`src/rtl/lane_scalar_xchg_pkg.sv`:
```
// Shared types for the lane <-> scalar-unit exchange block.
// Sizes here describe the default 16-lane / 32-bit configuration.
package lane_scalar_xchg_pkg;
  localparam int XCHG_NUM_LANES = 16;
  localparam int XCHG_WIDTH     = 32;

  typedef logic [XCHG_WIDTH-1:0]              data_t;
  typedef logic [$clog2(XCHG_NUM_LANES)-1:0]  lane_id_t;

  typedef struct packed {
    lane_id_t lane;
    data_t    data;
  } xchg_entry_t;

  typedef logic [1:0] bc_state_t;
  localparam bc_state_t BC_IDLE  = 2'd0;
  localparam bc_state_t BC_HOLD  = 2'd1;
  localparam bc_state_t BC_ISSUE = 2'd2;
endpackage

```
`src/rtl/lane_scalar_xchg_arbiter.sv`:
```
// One-grant-per-cycle arbiter over the lane pending vector.
// LANE_SCALAR_RR_EN selects round-robin; otherwise lowest lane index wins.
module lane_scalar_xchg_arbiter #(
  parameter int NUM_LANES = 16
) (
`ifdef LANE_SCALAR_RR_EN
  input  logic                         clock,
  input  logic                         reset,
`endif
  input  logic [NUM_LANES-1:0]         i_pend,
  input  logic                         i_en,
  output logic [NUM_LANES-1:0]         o_gnt,
  output logic [$clog2(NUM_LANES)-1:0] o_idx,
  output logic                         o_vld
);
  localparam int LW = $clog2(NUM_LANES);

  logic [LW-1:0] w_base;
  logic [LW-1:0] w_j;
  logic          w_hit;

`ifdef LANE_SCALAR_RR_EN
  logic [LW-1:0] r_ptr;

  // Power-of-two lane count makes the +1 wrap naturally.
  always_ff @(posedge clock or negedge reset) begin
    if (!reset)     r_ptr <= '0;
    else if (o_vld) r_ptr <= o_idx + 1'b1;
  end

  assign w_base = r_ptr;
`else
  assign w_base = '0;
`endif

  // Scan from the base downwards so the lane nearest the base wins last.
  always_comb begin
    w_j   = '0;
    w_hit = 1'b0;
    o_idx = '0;
    for (int k = NUM_LANES - 1; k >= 0; k--) begin
      w_j = w_base + LW'(k);
      if (i_pend[w_j]) begin
        o_idx = w_j;
        w_hit = 1'b1;
      end
    end
  end

  assign o_vld = i_en & w_hit;
  assign o_gnt = o_vld ? (NUM_LANES'(1) << o_idx) : '0;
endmodule

```
`src/rtl/lane_scalar_xchg.sv`:
```
// Lane aux-register <-> scalar unit exchange: upstream capture/arbitrate/FIFO,
// downstream broadcast FSM. LANE_SCALAR_RR_EN enables round-robin arbitration.
module lane_scalar_xchg
  import lane_scalar_xchg_pkg::*;
#(
  parameter int NUM_LANES = XCHG_NUM_LANES,
  parameter int DEPTH     = 4,
  parameter int WIDTH     = XCHG_WIDTH
) (
  input  logic                         clock,
  input  logic                         reset,
  input  logic                         I_Stall,
  input  logic [NUM_LANES-1:0]         I_Lane_We,
  input  logic [NUM_LANES*WIDTH-1:0]   I_Lane_Data,
  output logic                         O_Up_Valid,
  output logic [WIDTH-1:0]             O_Up_Data,
  output logic [$clog2(NUM_LANES)-1:0] O_Up_Lane,
  input  logic                         I_Up_Ready,
  input  logic                         I_Bc_Valid,
  input  logic [WIDTH-1:0]             I_Bc_Data,
  output logic                         O_Bc_Busy,
  output logic                         O_SWe,
  output logic [WIDTH-1:0]             O_Scalar_Data,
  output logic                         O_Overrun
);
  localparam int LW = $clog2(NUM_LANES);
  localparam int AW = $clog2(DEPTH);

  typedef struct packed {
    logic [LW-1:0]    lane;
    logic [WIDTH-1:0] data;
  } entry_t;

  logic [NUM_LANES-1:0] r_pend;
  logic [WIDTH-1:0]     r_cap [NUM_LANES];
  logic                 r_ovr;
  entry_t               r_mem [DEPTH];
  logic [AW:0]          r_wr, r_rd;
  bc_state_t            r_state;
  logic [WIDTH-1:0]     r_hold, r_scal;

  logic                 w_empty, w_full, w_pop, w_arb_en;
  logic [NUM_LANES-1:0] w_gnt;
  logic [LW-1:0]        w_gidx;
  logic                 w_gvld;
  entry_t               w_head;

  assign w_empty  = (r_wr == r_rd);
  assign w_full   = (r_wr[AW] != r_rd[AW]) && (r_wr[AW-1:0] == r_rd[AW-1:0]);
  assign w_pop    = !w_empty && I_Up_Ready;
  // A pop frees a slot in the same cycle, so a full FIFO can still take a grant.
  assign w_arb_en = !w_full || w_pop;

  lane_scalar_xchg_arbiter #(.NUM_LANES(NUM_LANES)) u_arb (
`ifdef LANE_SCALAR_RR_EN
    .clock (clock),
    .reset (reset),
`endif
    .i_pend(r_pend),
    .i_en  (w_arb_en),
    .o_gnt (w_gnt),
    .o_idx (w_gidx),
    .o_vld (w_gvld)
  );

  // A fresh strobe on a granted lane re-arms pending without counting as overrun.
  always_ff @(posedge clock or negedge reset) begin
    if (!reset) begin
      r_pend <= '0;
      r_ovr  <= 1'b0;
    end else begin
      r_pend <= (r_pend & ~w_gnt) | I_Lane_We;
      if (|(I_Lane_We & r_pend & ~w_gnt)) r_ovr <= 1'b1;
    end
  end

  always_ff @(posedge clock) begin
    for (int i = 0; i < NUM_LANES; i++)
      if (I_Lane_We[i]) r_cap[i] <= I_Lane_Data[i*WIDTH +: WIDTH];
  end

  always_ff @(posedge clock or negedge reset) begin
    if (!reset) begin
      r_wr <= '0;
      r_rd <= '0;
    end else begin
      if (w_gvld) r_wr <= r_wr + 1'b1;
      if (w_pop)  r_rd <= r_rd + 1'b1;
    end
  end

  always_ff @(posedge clock) begin
    if (w_gvld) r_mem[r_wr[AW-1:0]] <= '{lane: w_gidx, data: r_cap[w_gidx]};
  end

  // Head is masked while empty so stale storage never leaks after a reset.
  assign w_head     = r_mem[r_rd[AW-1:0]];
  assign O_Up_Valid = !w_empty;
  assign O_Up_Data  = w_empty ? '0 : w_head.data;
  assign O_Up_Lane  = w_empty ? '0 : w_head.lane;
  assign O_Overrun  = r_ovr;

  always_ff @(posedge clock or negedge reset) begin
    if (!reset) begin
      r_state <= BC_IDLE;
      r_scal  <= '0;
    end else begin
      case (r_state)
        BC_IDLE: begin
          if (I_Bc_Valid) begin
            if (I_Stall) r_state <= BC_HOLD;
            else begin
              r_state <= BC_ISSUE;
              r_scal  <= I_Bc_Data;
            end
          end
        end
        BC_HOLD: begin
          if (!I_Stall) begin
            r_state <= BC_ISSUE;
            r_scal  <= r_hold;
          end
        end
        BC_ISSUE: r_state <= BC_IDLE;
        default:  r_state <= BC_IDLE;
      endcase
    end
  end

  always_ff @(posedge clock) begin
    if (r_state == BC_IDLE && I_Bc_Valid) r_hold <= I_Bc_Data;
  end

  assign O_Bc_Busy     = (r_state != BC_IDLE);
  assign O_SWe         = (r_state == BC_ISSUE);
  assign O_Scalar_Data = r_scal;

  // The scalar unit must not request a broadcast while one is held.
  always @(posedge clock) begin
    if (reset) assert (!(O_Bc_Busy && I_Bc_Valid))
      else $error("broadcast requested while busy");
  end
endmodule

```
`config.mk`:
```
export PLATFORM = sky130hd
export DESIGN_NAME = lane_scalar_xchg
export DESIGN_NICKNAME = d
export VERILOG_FILES = /design/src/rtl/lane_scalar_xchg_pkg.sv /design/src/rtl/lane_scalar_xchg_arbiter.sv /design/src/rtl/lane_scalar_xchg.sv
export SDC_FILE = /design/constraint.sdc
export NUM_CORES = 1
export LEC_CHECK = 0
export BUFFER_PORTS_ARGS = -buffer_cell sky130_fd_sc_hd__buf_4
export CAP_MARGIN = 20
export CORE_MARGIN = 2
export CORE_UTILIZATION = 49
export DETAILED_ROUTE_END_ITERATION = 7
export PLACE_DENSITY = 0.84
export SLEW_MARGIN = 5
export SYNTH_ARGS = -nofsm -noshare
export SYNTH_HDL_FRONTEND = slang
export SYNTH_HIERARCHICAL = 1
export SYNTH_SLANG_ARGS = --single-unit
```
`constraint.sdc`:
```
create_clock -name clock -period 4 [get_ports clock]
set_input_delay 0.4 -clock clock [delete_from_list [all_inputs] [get_ports clock]]
set_output_delay 0.4 -clock clock [all_outputs]
set_load 0.005 [all_outputs]
```
; ---- After elaboration in Yosys (flattened, before gate mapping)
; Memory sizes are Yosys's and may differ from the RTL's.
; Cells that the tools add are included.
[classes]
n_addsub = 2
n_eq_ne = 8
n_shift = 1
muxes = 77
bitwise_logic = 6
reduce_logical = 12
[op_table]
columns = op, n
row1 = 32-bit two-way mux, 4
row2 = 4-bit two-way mux, 17
row3 = 32-bit one-hot mux with 2 select lines, 1
row4 = 1-bit two-way mux, 50
row5 = 16-bit bitwise AND, 3
row6 = 16-bit two-way mux, 1
row7 = 16-bit NOT, 1
row8 = 16-bit OR, 1
row9 = 16-bit OR reduction, 1
row10 = "1-bit by 4-bit left shift with 16-bit output, first input constant", 1
row11 = "3-bit by 1-bit adder with 3-bit output, second input constant", 2
row12 = 2-bit two-way mux, 3
row13 = "2-bit != test, second input constant", 3
row14 = 2-bit one-hot mux with 2 select lines, 1
row15 = 4-bit AND reduction, 1
row16 = 2-bit nonzero test, 2
row17 = 3-bit == test, 1
row18 = 1-bit logical AND, 3
row19 = "2-bit by 1-bit == test with 1-bit output, second input constant", 1
row20 = 2-bit == test, 1
row21 = "2-bit == test, second input constant", 1
row22 = 1-bit zero test, 2
row23 = 2-bit zero test, 1
row24 = 2-bit AND reduction, 1
row25 = other kinds (3), 3
[totals]
reg_bits = 89
mem_bits_rw = 656
out_inout_bits = 72
elab_cells = 115
mem_count = 2
[mem_list]
columns = memory, depth, width, rd, rd_ports_with_merged_regs, write_ports, line
row1 = r_cap, 16, 32, 1, 0, 16, lane_scalar_xchg.sv:35  ; logic [WIDTH-1:0] r_cap [NUM_LANES];
row2 = r_mem, 4, 36, 1, 0, 1, lane_scalar_xchg.sv:37  ; entry_t r_mem [DEPTH];

; ---- Logic depth before layout (Yosys ltp)
[depth]
depth_word = 21
ltp_mapped = 10

; ---- Hierarchy
; The synthesis kept the hierarchy.
[modules_own_cells]
columns = module, instances, cells_per_inst, area_each_um2, seq_area_each_um2
row1 = lane_scalar_xchg, 1, 1295, 27988.1, 22086.2
row2 = lane_scalar_xchg_arbiter, 1, 67, 445.4, 0.0

; ---- Least setup slack after synthesis
; OpenSTA, ideal clock, no wires.
[synth_path]
path_type = register -> register
start = register r_pend[14]
end = memory r_mem[0][10] (netlist name), data pin
setup_ps = 271
arrival_ps = 2569
required_time_ps = 3729
setup_slack_ps = 1161
path_stages_with_launch = 11
path_buffers = 2
period_less_slack_ps = 2839
path_cell_list = dfrtp_1 > nand2b_1 > a221oi_2 > o221ai_2 > a21o_4 > inv_2 > buf_2 > buf_2 > mux4_2 > a22oi_1 > nand2_1
[synth_via]
elab_chain_len = 16
[synth_rtl]
columns = item, line
row1 = "start, declared", lane_scalar_xchg.sv:34  ; logic [NUM_LANES-1:0] r_pend;
row2 = "start signal, assigned", lane_scalar_xchg.sv:72  ; r_pend <= (r_pend & ~w_gnt) | I_Lane_We;
row3 = 4-bit two-way mux (15 in series), lane_scalar_xchg_arbiter.sv:43  ; if (i_pend[w_j]) begin
row4 = via w_gidx[0], lane_scalar_xchg.sv:44  ; logic [LW-1:0] w_gidx;
row5 = memory read 16 x 32 bit, -
row6 = "end, declared", lane_scalar_xchg.sv:37
; The timed path passes the listed nets, and every way through them passes these cells.

; ---- Final worst setup path
[layout_path]
start = register r_pend[14]
end = memory r_mem[0][8] (netlist name), data pin
; The elaborated chain is that of the path after synthesis.

==> results.md <==
- Gp weighted congestion: 0.968
- Drt wl/cell: roughly 35 um
- CP delay by family, top: compound AO/OA/AOI/OAI gates
- Clock slew at reported path FFs: ~0.070 ns
- Finished Cell Area: between 40000 and 50000 sq um
- HP Class: input port to flip-flop
- Area grow syn2layout: 49.1%
- Vias: 21400
- CTS HTree Levels: 3
- Sum Neg Setup Slack: 0 ns
- Reg-to-Reg Start: r_pend[14]
- Fin. max-slew vios: 0
- Remaining DRCs: 0
- Outcome: completed
- Cell Area, Placed: around 34000 sq um
- Final WS setup: between 0.15 and 0.2 ns
- VDD IR-drop max: 459 uV
- Largest net degree at the start of global routing: 72
- Yosys cell types: 52
- Synthesized flop and latch total: 745
- Clock tree root buffer cell: clkbuf_16
- Number of nets with antenna violations after routing: 0
- Clock Path Buffers: 3
- Via density: 6.20
- Most used cell, CP: buf_4
- Avg Inst Size Synth: 20.9 sq um
- CP Cell Sequence: nand2b_1, a221oi_2, o221ai_2, a21o_4, inv_8, buf_4, buf_4, mux4_2, a22oi_1, nand2_1
- Crit end category: flip-flop
- Max_cap viols: 0
- Pleak: 16.0 nW
- Mapped cell area: 28400 sq um
- Rows: 88
- Setup crit start kind: flip-flop
- Post-CTS setup buffers: 0
- Share of cells above drive strength 1: 37.6%
- Clk_lat worst skew: about 0.67 ns
- Detailed Routing Iterations Pass 1: 5
- Clock sinks: roughly 750
- Hold path start: I_Stall
- YS warnings: 6
- Synth async-reset ratio: roughly 7.7%
- Worst-Margin Slew: ~1.2 ns
- First-pass GRT wire length: 162000 um
- Clock Skew: about 0.046 ns
- Total grt overflow: 0
- Hold_ws: about 0.053 ns
- Stages on the worst setup path: 10
- Most frequent cell after synthesis: edfxtp_1
- Worst Path Buf+Inv: 3
- Final setup viols: 0
- Port Buffer Count: around 640
- Initial antenna violation count: 35
- RSZ-0062 raised after global routing: false
- Final worst-path cycle share: 95.9%
- Die area: roughly 60000 sq um
- CTS tree: done
- Synth Instances: around 1400
- Die height: between 200 and 250 um
- Slowest Stage Delay on Critical Path: slightly above 0.5 ns
- I/O Pins: 637
- Power per cell area: a little under 600 nW/um^2
- Seq/Total Area, Yosys: just under 80%
- Reg2reg end: r_mem[0][8]
- Top cells by area, synth: edfxtp_1 (73%), mux4_2 (13%), dfrtp_1 (5.0%), a22oi_1 (1.7%), nand2_1 (0.95%)
- Core Area: between 50000 and 60000 sq um
- Max Clk Rate: around 0.26 GHz
- Post-Route WL: 119000 um
- Flop2flop setup slack: 0.16 ns
- CP Class: flip-flop to flip-flop
- Top cell type's share of synthesized area: between 70% and 80%
- WP data arrival: roughly 4.2 ns
- TritonCTS buffer count: 77
- Hold Path Cell Cnt: 2
- Count of final hold-check violations: 0
- Crit path max fanout: 46
- DRC marker count from the first detailed-route iteration: about 3000
- Slew headroom: 19.5%
- Pre-CTS WS: 0.450 ns
- Dpl hpwl: roughly 65000 um
- Mapped Nets: ~1900
- Min Tclk post-route: roughly 3.8 ns
- Slowest CP cell: mux4_2
- Die width: between 200 and 250 um
- Vias in the first global route: 22600
- Total Power: around 24 mW
- Initial Util: between 40% and 50%
- Worst r2r path cells: 10
- Nets: around 3200
- Commonest cells in the netlist: edfxtp_1 (688), mux4_2 (164), nand2_1 (72)
- Total GRT Usage: approximately two fifths
- Post-synth top flop: edfxtp_1
- Hold Path End: r_state[0]
- Area leader, netlist: edfxtp_1
- Worst EP required: between 4 and 5 ns
- Post-synth EDFFs: around 700
==> layout make-up <==
class	instances	area, sq um
Sequential cell	745	22100
Fill cell	3082	15200
Multi-Input combinational cell	523	5960
Tap cell	765	957
Clock buffer	88	2040
Timing Repair Buffer	1225	10600
Antenna cell	29	72.6
Clock inverter	53	568
Inverter	26	110
==> worst reg2reg max path, cell delays in order (launching register included) <==
cell and delay (ns):
dfrtp_1 0.41, nand2b_1 0.17, a221oi_2 0.31, o221ai_2 0.18, a21o_4 0.28, inv_8 0.40, buf_4 0.43, buf_4 0.23
mux4_2 0.51, a22oi_1 0.38, nand2_1 0.24
==> report_power, final <==
| part | switching [mW] | leakage, nW | internal, mW |
|---|---|---|---|
| Sequential | 0.576 | 7.31 | 10.0 |
| Combinational | 3.26 | 7.39 | 3.00 |
| Clock | 3.43 | 1.28 | 4.19 |
| Total | 7.27 | 16.0 | 17.2 |
==> repair_timing <==
action                    4_1_cts  5_1_grt
hold endpoints to repair      601        0
hold buffers                  545        0
gates resized for setup         0        0
==> stage by stage <==
| stage | std cells | util, % |
|---|---|---|
| floorplan | 1362 | - |
| detailed placement | 2739 | 59.5 |
| CTS | 3425 | 73.5 |
| finish | 3454 | 73.6 |
| global route | 3447 | 73.6 |
| global placement | 2739 | 59.5 |
==> routing by layer <==
metal,share of wire (%),routed length (um),GRT usage [%],up-vias
met5,0.16,197,0.654,-
met4,8.6,10300,25.8,22
met3,12,14800,12.0,676
met2,48,56900,63.4,2264
met1,31,37200,45.3,10400
li1,-,-,-,8108
==> logic make-up after synthesis <==
kind of cell               count (synthesis)  share of synthesized area, %
muxes                                    165                          13.0
and+or+nand+nor                          180                          3.34
adders and majority gates                  5                         0.220
buffers and inverters                     94                          1.45
xor gates and xnor gates                   7                         0.216
DFF                                      745                          77.7
AOI/OAI and AO/OA                        166                          4.07
==> worst max path at each step <==
stage	from	end	slack [ns]
6_report	r_pend[14]	r_mem[0][8]	0.16
5_1_grt	r_pend[14]	r_mem[2][8]	0.07
2_1_floorplan	r_pend[14]	r_mem[0][10]	1.16
3_5_place_dp	r_pend[14]	r_mem[2][15]	0.45
3_3_place_gp	r_pend[14]	r_mem[2][15]	0.53
4_1_cts	r_pend[14]	r_mem[0][8]	0.44
==> cell usage in the layout (no fill, tap or decap), types with 8 or more instances in the layout <==
cell	Yosys	routed
edfxtp_1	688	688
clkinv_2	0	22
diode_2	0	29
and2_1	42	37
clkbuf_16	0	79
dlygate4sd3_1	0	545
a22oi_1	64	64
a21o_1	16	16
mux4_2	164	164
clkinv_1	0	11
o21ai_0	33	33
inv_1	24	24
a31oi_1	8	8
buf_4	12	677
nand2_1	72	72
dfrtp_1	57	55
o22ai_1	32	32
nor2_1	24	21
==> flip-flops by register name, indices dropped and copies added, names as in the netlist <==
name	flops
r_wr	3
O_Scalar_Data	32
O_Overrun	1
r_rd	3
r_mem	144
r_cap	512
r_pend	16
r_state	2
r_hold	32
No activity file was read; power rests on OpenSTA's default activity.
